`src/rtl/forward_hazard_unit.sv`:
```
// Forwarding and load-use hazard unit for the 5-stage integer pipeline.
// Shadows decode fields through ex/mem/wb to drive ALU operand muxes and stall.
module forward_hazard_unit (
  input  logic        clk,
  input  logic        rst,
  input  logic [4:0]  dec_rs1,
  input  logic [4:0]  dec_rs2,
  input  logic        dec_rs1_used,
  input  logic        dec_rs2_used,
  input  logic [4:0]  dec_rd,
  input  logic        dec_reg_write,
  input  logic        dec_mem_read,
  input  logic        flush,
  output logic [1:0]  select1,
  output logic [1:0]  select2,
  output logic        stall,
  output logic [15:0] stall_count
);

  localparam logic [1:0] SEL_REG    = 2'b00;
  localparam logic [1:0] SEL_ALUMEM = 2'b01;
  localparam logic [1:0] SEL_MEMWB  = 2'b10;

  typedef struct packed {
    logic [4:0] rs1;
    logic [4:0] rs2;
    logic       rs1_used;
    logic       rs2_used;
    logic [4:0] rd;
    logic       reg_write;
    logic       mem_read;
    logic       valid;
  } shadow_t;

  shadow_t ex_q, mem_q, wb_q;
  shadow_t ex_d;

  logic hit1, hit2;

  function automatic logic [1:0] fwd_sel(
    input logic [4:0] rs,
    input logic       used,
    input shadow_t    m,
    input shadow_t    w
  );
    logic [1:0] s;
    s = SEL_REG;
    // Loads in mem have no ALU result yet; they are covered by the stall.
    if (used && m.valid && m.reg_write && m.rd != 5'd0 &&
        m.rd == rs && !m.mem_read)
      s = SEL_ALUMEM;
    else if (used && w.valid && w.reg_write && w.rd != 5'd0 &&
             w.rd == rs)
      s = SEL_MEMWB;
    return s;
  endfunction

  always_comb begin
    hit1  = dec_rs1_used && (dec_rs1 == ex_q.rd);
    hit2  = dec_rs2_used && (dec_rs2 == ex_q.rd);
    stall = !flush && ex_q.valid && ex_q.mem_read &&
            (ex_q.rd != 5'd0) && (hit1 || hit2);
  end

  always_comb begin
    select1 = fwd_sel(ex_q.rs1, ex_q.rs1_used, mem_q, wb_q);
    select2 = fwd_sel(ex_q.rs2, ex_q.rs2_used, mem_q, wb_q);
  end

  always_comb begin
    ex_d = '0;
    if (!stall && !flush) begin
      ex_d.rs1       = dec_rs1;
      ex_d.rs2       = dec_rs2;
      ex_d.rs1_used  = dec_rs1_used;
      ex_d.rs2_used  = dec_rs2_used;
      ex_d.rd        = dec_rd;
      ex_d.reg_write = dec_reg_write;
      ex_d.mem_read  = dec_mem_read;
      ex_d.valid     = 1'b1;
    end
  end

  always_ff @(posedge clk or posedge rst) begin
    if (rst) begin
      ex_q  <= '0;
      mem_q <= '0;
      wb_q  <= '0;
    end else begin
      ex_q  <= ex_d;
      mem_q <= ex_q;
      wb_q  <= mem_q;
    end
  end

  always_ff @(posedge clk or posedge rst) begin
    if (rst)
      stall_count <= '0;
    else if (stall && stall_count != 16'hFFFF)
      stall_count <= stall_count + 16'd1;
  end

endmodule

```
`config.mk`:
```
export PLATFORM = sky130hd
export DESIGN_NAME = forward_hazard_unit
export DESIGN_NICKNAME = d
export VERILOG_FILES = /design/src/rtl/forward_hazard_unit.sv
export SDC_FILE = /design/constraint.sdc
export NUM_CORES = 1
export LEC_CHECK = 0
export CORE_AREA = 5 5 70 79
export CTS_BUF_LIST = sky130_fd_sc_hd__clkbuf_8 sky130_fd_sc_hd__clkbuf_16
export DETAILED_ROUTE_END_ITERATION = 8
export DIE_AREA = 0 0 75 84
export PLACE_DENSITY = 0.82
export SETUP_SLACK_MARGIN = 0.1
export SLEW_MARGIN = 5
export SYNTH_ARGS = -nofsm -noshare
export SYNTH_HDL_FRONTEND = slang
export SYNTH_SLANG_ARGS = --single-unit
```
`constraint.sdc`:
```
create_clock -name clk -period 3.6 [get_ports clk]
set_input_delay 0.36 -clock clk [delete_from_list [all_inputs] [get_ports clk]]
set_output_delay 0.36 -clock clk [all_outputs]
set_load 0.05 [all_outputs]
```
==> flow_summary.yaml, run 1 <==
outcome:
  status: "finished clean"
power:
  comb_power_share: 0.091
  clockPowerShare: 0.346
  power_leakage_nw: 1.23
  vdd_drop_max_mv: 0.321
  p_sw_mw: 0.245
  seqPwrFrac: 0.562
  power.density_nw_per_um2: 389
  p_int_mw: 0.851
  switching_share: 0.223
placed_design:
  dp_hpwl_mm: 3.23
  numPortBuffers: 42
  dp_cells: 286
  place_congestion: 0.860
  pre_cts_slack_ns: 0.957
sta:
  finalWorstSetupSlack_ns: 0.659
  fin_skew_ns: 0.00334
  holdWs_ns: 0.353
  tns_ns: 0
  rsz0062_at_grt: "false"
  fin_crit_sh: 0.817
  worst_slew_pin_slew_ns: 0.994
  fin_crit_ns: 2.94
  setup_viol: 0
  relSlewSlack: 0.332
  clock.fmax_mhz: 340
  finalMaxSlewViolations: 0
  hold_viol_final: 0
clock_tree:
  cts_tree: "done"
  cts_htree_levels: 2
  cts_hold_buf: 0
  cts.clk_slew.worst_paths_ns: 0.09
  clkSinkCount: 51
  post_cts_resized: 0
  clockBufferDepth: 2
  post_cts_buffers: 0
  clock_latency_ns: 0.30
  numCtsBuffers: 5
  cts-root-buf: "clkbuf_8"
worst_hold_path:
  hold_start: "ex_q[2]"
  whs_path_depth: 0
  hold_end: "mem_q[2]"
  hold_path_class: "flop to flop"
yosys:
  ys.flop_type: "dfrtp_1"
  syn_nets: 211
  ys_warn_count: 0
  synth_seq_area_share: 0.573
  synth_area_um2: 2230
  synth_edf_count: 0
  synthCells: 188
  syn_avg_cell_area_um2: 11.9
  synth-async-reset-ratio: 1.00
  ys_ff_latch: 51
  synth_cell_type_count: 27
cells_and_area:
  fillCellCount: 378
  syn2layout_area_growth_pct: 26.4
  utilization: 0.592
  layout.nets: 258
  drive_gt1_frac: 0.111
  regArea_um2: 1280
  insertedDiodeCount: 0
  final_cells: 293
  multi_input_area_um2: 916
route:
  via_per_inst: 5.19
  routed_wl_mm: 4.29
  vias: 1520
  drtIter0Drc: 56
  drc: 0
  dr.pass1.iters: 4
  wire_per_inst_um: 14.6
  ant_nets: 0
die:
  die_w_um: 75
  row_count: 27
  fp.dieH_um: 84
  start_util: 0.468
  num_io_pins: 43
  dieArea_um2: 6300
  core_area_um2: 4760
global_route:
  overflow: 0
  grt_usage: 0.150
  grt_pass1_vias: 1564
  antenna_found_initial: 0
  grt_pass1_wl_mm: 7.27
  grt_max_degree: 52
critical_path:
  arrival_ns: 2.58
  r2r_start: "ex_q[3]"
  crit_type: "flop to primary output"
  startpoint_type: "flop"
  critPathRequiredTime_ns: 3.24
  worstRegToRegCells: 5
  crit_path_end_kind: "primary output"
  rr_endpoint: "ex_q[2]"
  cp_max_fo: 4
  r2r_slack_ns: 1.37
job:
  maxCapViolCount: 0
==> flip-flops by register name, summed over array words and instances (netlist names) <==
signal	count
ex_q	20
stall_count	16
mem_q	8
wb_q	7
==> logic make-up after synthesis <==
kind of cell,count (synthesis),synth area share
compound gates,5,0.0230
mux,2,0.0101
flops,51,0.573
fa+ha+maj,1,0.00561
buf+inv,8,0.0163
simple gates,77,0.199
xor+xnor,44,0.173
==> area by class of cell <==
type,count,area share
clock buffers,5,0.0244
clock inverters,2,0.0133
inverters,5,0.00666
multi-input cells,129,0.325
flip-flops and latches,51,0.453
well taps,58,0.0258
repair buffers,43,0.152
==> layout by cell type, fill, tap and decap left out, types with 5 or more instances in the layout <==
master and n:
and2_2 11, clkbuf_8 5, nor4_1 6, xnor2_1 28, dfrtp_1 51, nand4_1 13, nand3_1 12, xor2_1 16
nor2_1 9, clkdlybuf4s50_1 42, and2_1 10, nand2_1 6
==> worst max-delay path: stages (launching register included) <==
cell,delay [ns]
dfrtp_1,0.42
or4_1,0.57
o2111ai_2,0.27
inv_1,0.12
and2_2,0.21
clkdlybuf4s50_1,0.70
==> synth_stat cells (2+ instances only) <==
cell type,instances,area share
and2_1,10,0.028
and2_2,11,0.037
and3_1,4,0.011
dfrtp_1,51,0.57
inv_1,5,0.0084
mux2_2,2,0.010
nand2_1,6,0.010
nand3_1,12,0.027
nand4_1,13,0.036
nor2_1,9,0.015
nor4_1,6,0.017
or4_1,2,0.0067
xnor2_1,28,0.11
xor2_1,16,0.063
==> worst max-delay path by stage <==
stage,start,endpoint,cells past startpoint
6_report,ex_q[3],stall,5
5_1_grt,ex_q[6],stall,5
4_1_cts,ex_q[6],stall,5
3_5_place_dp,dec_rs1[4],stall,6
3_3_place_gp,dec_rs1[0],stall,6
2_1_floorplan,mem_q[4],select1[1],4
==> power by group through the flow <==
stage / combinational (mW) / sequential (mW) / clock (mW)
after floorplan: 0.0577 / 0.627 / 0
after global placement: 0.0999 / 0.627 / 0
after detailed placement: 0.101 / 0.628 / 0
after CTS: 0.102 / 0.616 / 0.388
after global routing: 0.111 / 0.620 / 0.414
final: 0.100 / 0.616 / 0.380
==> stage by stage <==
step                      cell area (µm²)  total power [mW]
after floorplan                      2230             0.685
after global placement               2710             0.726
after detailed placement             2710             0.729
after CTS                            2820              1.11
after global routing                 2820              1.14
final                                2820              1.10
==> metal layers <==
metal / GRT usage / vias to the layer above / routed length [µm]
met3: 0.0386 / 10 / 173
met2: 0.235 / 41 / 2160
li1: - / 731 / -
met4: 0.0615 / 0 / 88
met5: 0 / - / 0
met1: 0.194 / 738 / 1860
(Power assumes the default switching activity.)
==> run 2: changes to the inputs <==
- clock period: 3.6 -> 3 ns (I/O delays scaled with it)
==> run 2 against run 1 <==
  * Sequential power up 20%
  * Non-clock buffer count up 1
  * Register-to-register slack worse by 0.60 ns
  * Critical path depth down 1
  * Combinational power up 20%
  * Hold slack better by 0.00088 ns
  * First-iteration DRC count up 20%
  * Sequential cell count unchanged
  * Die area unchanged
  * Highest routed layer unchanged
  * Final area up 0.80%
  * Cell count up 0.34%
==> flow_summary.yaml, run 2 (synthesis gave the netlist of run 1 again) <==
cells_and_area:
  layout.nets: 259
  final_cell_mix: "51 x dfrtp_1, 39 x clkdlybuf4s50_1, 28 x xnor2_1, 16 x xor2_1, 13 x nand4_1"
  final_cell_area_um2: 2840
  syn2layout_area_growth_pct: 27.5
  insertedDiodeCount: 0
  largest_register_ffs: 20
  final_common_cell: "dfrtp_1"
  drive_gt1_frac: 0.119
  top_register: "ex_q"
  reg_top3: "ex_q x20, stall_count x16, mem_q x8"
power:
  vdd_drop_max_mv: 0.377
  power.density_nw_per_um2: 461
  power_leakage_nw: 1.28
sta:
  finalMaxSlewViolations: 0
  tns_ns: 0
  relSlewSlack: 0.336
  rsz0062_at_grt: "false"
  fin_skew_ns: 0.00524
  setup_viol: 0
  hold_viol_final: 0
  clock.fmax_mhz: 389
  fin_crit_ns: 2.57
  fin_crit_sh: 0.858
  worst_slew_pin_slew_ns: 0.995
global_route:
  groute.layer.met2.usage: 0.231
  gr-max-usage-layer: "met2"
  grt_pass1_wl_mm: 7.07
  grtUsageMet1: 0.183
  grt_max_degree: 52
  antenna_found_initial: 0
  overflow: 0
  grt_pass1_vias: 1532
  met3_usage: 0.0410
  grt_usage: 0.148
clock_tree:
  post_cts_buffers: 0
  clockBufferDepth: 2
  cts_tree: "done"
  cts-root-buf: "clkbuf_8"
  cts.clk_slew.worst_paths_ns: 0.09
  clock_latency_ns: 0.30
  clkSinkCount: 51
  cts_htree_levels: 2
  numCtsBuffers: 5
die:
  fp.dieH_um: 84
  start_util: 0.468
  dieArea_um2: 6300
  die_w_um: 75
  core_area_um2: 4760
  row_count: 27
  num_io_pins: 43
worst_hold_path:
  hold_path_class: "flop to flop"
  whs_path_depth: 0
route:
  drtIter0Drc: 67
  drc: 0
  dr.pass1.iters: 4
  ant_nets: 0
  wire_per_inst_um: 14.2
  routed_wl_mm: 4.17
  vias: 1511
  via_per_inst: 5.14
critical_path:
  crit_family: "buffers and inverters"
  path_depth: 4
  critPathRequiredTime_ns: 2.70
  crit_chain: "or4_1 -> o21ai_0 -> nor2_1 -> clkdlybuf4s50_1"
  cp_max_fo: 4
  worstRegToRegCells: 5
  worst_path_largest_cell_delay_ns: 0.71
  crit_type: "flop to primary output"
  crit_slowest_cell: "clkdlybuf4s50_1"
  critPathBufInv: 1
  crit_path_end_kind: "primary output"
  arrival_ns: 2.27
  startpoint_type: "flop"
placed_design:
  numPortBuffers: 42
  place_area_um2: 2730
  dp_hpwl_mm: 3.13
  place_congestion: 0.816
job:
  maxCapViolCount: 0
outcome:
  status: "finished clean"
==> run 2: changes by cell type in the layout (fill, tap and decap cells not counted), sizes merged <==
cell | before | now
dlymetal6s2s | 0 | 2
clkdlybuf4s50 | 42 | 39
buf | 1 | 3
==> run 2: layout make-up <==
| type | instances | area [µm²] |
|---|---|---|
| clock inverter | 2 | 37.5 |
| timing repair buffer | 44 | 450 |
| clock buffer | 5 | 68.8 |
| sequential | 51 | 1280 |
| tap | 58 | 72.6 |
| multi-input combinational | 129 | 916 |
| fill | 390 | 1920 |
| inverter | 5 | 18.8 |
==> run 2: worst paths after layout <==
check / from / to / slack, ns
min: ex_q[2] / mem_q[2] / 0.35
max in group asynchronous: rst / ex_q[7] / 1.83
min in group asynchronous: rst / wb_q[0] / 0.56
max reg2reg: ex_q[3] / ex_q[6] / 0.77
max: mem_q[4] / select2[0] / 0.43
min reg2reg: ex_q[2] / mem_q[2] / 0.35
==> run 2: timing repair <==
action | CTS | global route
hold buffers | 0 | 0
resized for setup | 0 | 2
setup endpoints to repair | 0 | 2
==> run 2: where the power goes <==
group,switching [mW],internal (mW)
registers,0.0263,0.713
clock network,0.207,0.244
logic,0.0550,0.0648
==> run 2: layer usage <==
layer,vias up,part of all wire
li1,732,-
met2,47,0.50
met1,719,0.41
met5,-,0
met4,0,0.034
met3,13,0.058
==> run 2: worst reg2reg max path, delay by kind of cell, from the launching register on <==
family,cells,cell delay [ns]
and+or+nand+nor,2,0.82
buffers and inverters,1,0.11
DFF,1,0.42
AOI/OAI and AO/OA,2,0.83
==> run 2: stage by stage <==
step                      std cells  utilization  worst slack, ns  hold WS (ns)  power (mW)
after global routing            294        0.596            0.249         0.358        1.37
after CTS                       294        0.595            0.211         0.355        1.32
after floorplan                 188            -            0.619         0.331       0.821
after detailed placement        287        0.573            0.554         0.340       0.875
final                           294        0.596            0.426         0.354        1.31
after global placement          287        0.573            0.550         0.341       0.873
